## src/rtl/keypad_entry_ctrl.sv

```systemverilog
// rtl/keypad_entry_ctrl.sv - Numberle guess entry sequencer and 4-digit display multiplexer
// Collects four digits, handles backspace/submit, hands the guess off over valid/ready.
module keypad_entry_ctrl #(
   parameter int REFRESH_DIV = 100000
) (
   input  logic        clk,
   input  logic        rst_n,
   input  logic [3:0]  key_code,
   input  logic        key_valid,
   input  logic        btn_del,
   input  logic        btn_sub,
   input  logic        guess_ready,
   output logic [15:0] guess,
   output logic        guess_valid,
   output logic [2:0]  count,
   output logic [3:0]  an,
   output logic [3:0]  hex_out
);

   localparam int CW = $clog2(REFRESH_DIV);
   localparam logic [CW-1:0] CNT_MAX = CW'(REFRESH_DIV - 1);

   typedef enum logic [1:0] {
      ENTRY  = 2'd0,
      FULL   = 2'd1,
      SUBMIT = 2'd2
   } state_t;

   state_t        state, state_nxt;
   logic [15:0]   guess_nxt;
   logic [2:0]    count_nxt;
   logic          btn_del_q, btn_sub_q;
   logic          del_ev, sub_ev;
   logic [1:0]    wr_idx, bs_idx;
   logic [CW-1:0] refresh_cnt, refresh_nxt;
   logic [1:0]    slot, slot_nxt;
   logic          show;
   logic [3:0]    an_nxt, hex_nxt;

   assign del_ev = btn_del & ~btn_del_q;
   assign sub_ev = btn_sub & ~btn_sub_q;
   assign wr_idx = count[1:0];
   assign bs_idx = count[1:0] - 2'd1;

   // Digit i lives at guess[15-4i -: 4]; 15-4i is {~i, 2'b11} for a 2-bit i.
   always_comb begin
      state_nxt = state;
      guess_nxt = guess;
      count_nxt = count;
      case (state)
         ENTRY: begin
            if (del_ev && count != 3'd0) begin
               guess_nxt[{~bs_idx, 2'b11} -: 4] = 4'd0;
               count_nxt = count - 3'd1;
            end else if (key_valid && key_code <= 4'd9) begin
               guess_nxt[{~wr_idx, 2'b11} -: 4] = key_code;
               count_nxt = count + 3'd1;
               if (count == 3'd3) state_nxt = FULL;
            end
         end
         FULL: begin
            if (sub_ev) begin
               state_nxt = SUBMIT;
            end else if (del_ev) begin
               guess_nxt[3:0] = 4'd0;
               count_nxt = 3'd3;
               state_nxt = ENTRY;
            end
         end
         SUBMIT: begin
            if (guess_valid && guess_ready) begin
               guess_nxt = 16'd0;
               count_nxt = 3'd0;
               state_nxt = ENTRY;
            end
         end
         default: state_nxt = ENTRY;
      endcase
   end

   // Display registers are fed from next-state values so the shown digit never lags the guess.
   always_comb begin
      refresh_nxt = refresh_cnt + CW'(1);
      slot_nxt    = slot;
      if (refresh_cnt == CNT_MAX) begin
         refresh_nxt = '0;
         slot_nxt    = slot + 2'd1;
      end
      show    = (state_nxt == SUBMIT) || ({1'b0, slot_nxt} < count_nxt);
      an_nxt  = 4'b1111;
      hex_nxt = 4'd0;
      if (show) begin
         an_nxt  = ~(4'b1000 >> slot_nxt);
         hex_nxt = guess_nxt[{~slot_nxt, 2'b11} -: 4];
      end
   end

   always_ff @(posedge clk or negedge rst_n) begin
      if (!rst_n) begin
         state       <= ENTRY;
         guess       <= 16'd0;
         count       <= 3'd0;
         guess_valid <= 1'b0;
         btn_del_q   <= 1'b0;
         btn_sub_q   <= 1'b0;
         refresh_cnt <= '0;
         slot        <= 2'd0;
         an          <= 4'b1111;
         hex_out     <= 4'd0;
      end else begin
         state       <= state_nxt;
         guess       <= guess_nxt;
         count       <= count_nxt;
         guess_valid <= (state_nxt == SUBMIT);
         btn_del_q   <= btn_del;
         btn_sub_q   <= btn_sub;
         refresh_cnt <= refresh_nxt;
         slot        <= slot_nxt;
         an          <= an_nxt;
         hex_out     <= hex_nxt;
      end
   end

endmodule

```

## config.mk

```make
export PLATFORM = sky130hd
export DESIGN_NAME = keypad_entry_ctrl
export DESIGN_NICKNAME = d
export VERILOG_FILES = /design/src/rtl/keypad_entry_ctrl.sv
export SDC_FILE = /design/constraint.sdc
export NUM_CORES = 1
export LEC_CHECK = 0
export BUFFER_PORTS_ARGS = -buffer_cell sky130_fd_sc_hd__buf_2
export CELL_PAD_IN_SITES_DETAIL_PLACEMENT = 1
export CELL_PAD_IN_SITES_GLOBAL_PLACEMENT = 1
export CORE_MARGIN = 3
export CORE_UTILIZATION = 45
export DETAILED_ROUTE_END_ITERATION = 8
export PLACE_DENSITY = 0.85
export SLEW_MARGIN = 20
export SYNTH_ARGS = -nofsm -noshare
export SYNTH_HDL_FRONTEND = slang
export SYNTH_SLANG_ARGS = --single-unit
```

## constraint.sdc

```tcl
create_clock -name clk -period 3.1 [get_ports clk]
set_input_delay 0.465 -clock clk [delete_from_list [all_inputs] [get_ports clk]]
set_output_delay 0.465 -clock clk [all_outputs]
set_load 0.01 [all_outputs]
```

==> flow_metrics.tcl <==
set metrics [dict create \
    die_h_um 84.4 \
    crit_arrival_ns 3.00 \
    path_cells "inv_1 > ha_2 > nand2b_2 > nand2_1 > o221ai_1 > a221oi_1 > ha_1 > nor2_1 > nor2_1 > o311a_4 > a2111oi_1" \
    route.detailed.drc 0 \
    hold_viol_final 0 \
    finalSetupViolations 0 \
    synth_edf_count 0 \
    fmax_mhz 356 \
    start_util_pct 48.5 \
    layout-drive-gt1-share_pct 25.6 \
    regArea_um2 1280 \
    max_stage_delay_ns 0.41 \
    ys_seq_elements 51 \
    worst_setup_path_end_kind "flip-flop" \
    ys.flop_type "dfrtp_1" \
    portBuffers 37 \
    drv_slew 0 \
    drt_iter0_drc 135 \
    dieWidth_um 84.4 \
    slowest_stage "dfrtp_1" \
    synth_area_leaders "dfrtp_1 43%, ha_1 5.0%, dfstp_2 3.8%, xnor2_1 3.2%, nand3_1 2.5%" \
    yosys.area_share.simple_pct 20.4 \
    finClkSkew_ns 0.0167 \
    cts_max_level 2 \
    synth-compound-area-share_pct 19.4 \
    synth-xor-area-share_pct 5.34 \
    synthToLayoutAreaGrowth_pct 13.7 \
    multi_input_comb_area_um2 1400 \
    clock-root-buffer "clkbuf_8" \
    cp_max_fo 8 \
    cpMostUsedCell "nor2_1" \
    period_needed_ns 2.81 \
    rsz0062_at_grt "false" \
    vias_per_cell 6.08 \
    cts_buffer_depth 2 \
    clock_sinks 51 \
    firstDrtPassIters 4 \
    powerDensity_nw_per_um2 728 \
    synth_mux_area_share_pct 0.362 \
    ir_drop_v 0.000340 \
    place_inst 361 \
    fillers 633 \
    path_class "reg -> reg" \
    placed_area_um2 3050 \
    run_status "finished clean" \
    die_area_um2 7120 \
    netlist.top_cell.by_area "dfrtp_1" \
    grt_usage_pct 21.1 \
    globalplace.congestion 0.898 \
    finalInstanceArea_um2 3150 \
    syn_nets 274 \
    finalNonFillerCells 369 \
    required_ns 3.29 \
    max_slew.worst_pin.slew_ns 0.676 \
    cts_tree "yes" \
    synthAdderAreaFrac_pct 4.98 \
    antenna_found_initial 0 \
    cts_made_buffers 5 \
    avgSynthCellArea_um2 10.9 \
    maxCapViolations 0 \
    synth_area_um2 2770 \
    std_cell_rows 27 \
    io_pins 38 \
    synthCells 253 \
    vias 2242 \
    diodes 0 \
    p_total_w 0.00229 \
    grt_pass1_wl_mm 12.1 \
    critical_path.startpoint_type "flip-flop" \
    synth.distinct_cells 65 \
    ys_warn_count 0 \
    grt_pass1_vias 2419 \
    yosysSeqAreaShare_pct 46.3 \
    post-route-period-util_pct 90.5 \
    max_slew_margin_pct 54.9 \
    tns_ns 0 \
    leakagePower_nw 1.45 \
    synthArstFlopShare_pct 100 \
    grt_max_degree 30 \
    finalNetCount 317 \
    synth_top_family_by_area "simple AND/OR/NAND/NOR gates" \
    crit_start "count[0]$_DFF_PN0_" \
    grt_overflow 0 \
    hold_class "in -> async" \
    clkTransAtPathRegs_ns 0.11 \
    clock_latency_ns 0.32 \
    synth_top_area_share_pct 42.5 \
    coreArea_um2 5710 \
    final_antenna_net_count 0 \
    timing.rr.start "count[0]$_DFF_PN0_" \
    dp_hpwl_mm 5.39 \
    routed_wl_mm 7.05 \
    avgRoutedWirePerCell_um 19.1 \
]
==> power by group <==
| group | internal, W | leakage [nW] | switching, W |
|---|---|---|---|
| clock network | 0.000168 | 0.0502 | 0.000250 |
| logic | 0.000397 | 0.732 | 0.000609 |
| registers | 0.000781 | 0.669 | 0.0000868 |
| total | 0.00135 | 1.45 | 0.000946 |
==> cell families (layout without fill, tap and decap cells) <==
| group | count (synthesis) | after routing |
|---|---|---|
| flops | 51 | 51 |
| xor+xnor | 16 | 16 |
| mux | 1 | 1 |
| fa+ha+maj | 11 | 11 |
| compound gates | 60 | 60 |
| simple gates | 93 | 93 |
| buf+inv | 21 | 65 |
==> per-layer routing <==
metal | GRT usage (%) | vias to the layer above | wire length (µm)
li1 | - | 1022 | -
met1 | 26.2 | 1148 | 2970
met2 | 36.8 | 57 | 3620
met3 | 4.22 | 15 | 304
met4 | 7.05 | 0 | 158
met5 | 0 | - | 0
==> worst max-delay path: cells and delay by family (launching register included) <==
kind	cells	cell delay (ns)
buffers and inverters	1	0.18
DFF	1	0.41
adders and majority gates	2	0.58
and+or+nand+nor	4	0.52
AOI/OAI and AO/OA	4	0.98
==> through the flow <==
step	util [%]	hold WS (ns)	setup slack, ns
6_report	55.1	0.166	0.295
5_1_grt	55.1	0.207	0.0105
4_1_cts	55.1	0.179	0.216
3_5_place_dp	53.3	0.487	0.227
3_3_place_gp	53.3	0.467	0.448
2_1_floorplan	-	0.169	0.359
==> cells in the mapped netlist (4+ instances only) <==
cell type / n
xnor2_1: 10
a221oi_1: 5
nor2_1: 16
xor2_1: 5
a22o_1: 4
inv_1: 15
ha_1: 11
a21oi_1: 5
dfrtp_1: 47
and2_1: 4
dfstp_2: 4
nand4_1: 5
a221o_1: 4
nand2_1: 15
o21ai_0: 7
nand2b_1: 5
nand3_1: 14
==> timing repair <==
action,4_1_cts,5_1_grt
endpoints found under the setup margin,0,3
hold endpoints to repair,0,0
buffers inserted,0,0
hold buffers,0,0
gates resized for setup,0,1
==> registers in the layout, summed over array words and instances (netlist names) <==
| register | cells |
|---|---|
| btn_sub_q | 1 |
| an | 4 |
| guess_valid | 1 |
| btn_del_q | 1 |
| count | 3 |
| guess | 16 |
| refresh_cnt | 17 |
| slot | 2 |
| hex_out | 4 |
| state | 2 |
==> layout make-up <==
class                   count  share of cell area (%)
clock buffers               5                    2.19
clock inverters             3                   0.915
inverters                  15                    1.79
multi-input cells         181                    44.4
flip-flops and latches     51                    40.7
well taps                  72                    2.86
repair buffers             42                    7.08
==> cell usage in the layout, fill, tap and decap left out, types with 3 or more instances in the layout <==
cell       synthesis  final
buf_4              0      5
and4_1             3      3
a221o_1            4      4
a221oi_1           5      5
nor2_1            16     16
a31oi_1            3      3
a21oi_1            5      5
nand2_1           15     15
or2_1              3      3
xnor2_1           10     10
a22o_1             4      4
nand4_1            5      5
dfstp_2            4      4
buf_2              3     37
ha_1              11     10
and3_1             3      3
o22ai_1            3      3
a21o_1             3      3
a211oi_1           3      3
xor2_1             5      5
nand2b_1           5      5
and2_1             4      4
dfrtp_1           47     47
o21ai_0            7      7
inv_1             15     15
o2bb2ai_1          3      3
o2111ai_1          3      3
nand3_1           14     14
clkbuf_8           0      5
==> worst paths after layout <==
check / depth (start not counted) / slack (ns) / end
worst max-delay path: 11 / 0.29 / hex_out[2]$_DFF_PN0_
worst min-delay path: 1 / 0.17 / count[2]$_DFF_PN0_
worst max register to register: 11 / 0.29 / hex_out[2]$_DFF_PN0_
worst min register to register: 1 / 0.51 / refresh_cnt[13]$_DFF_PN0_
max in group asynchronous: 2 / 2.16 / refresh_cnt[0]$_DFF_PN0_
min in group clk: 1 / 0.27 / btn_del_q$_DFF_PN0_
Power figures use the tool's default switching activity.
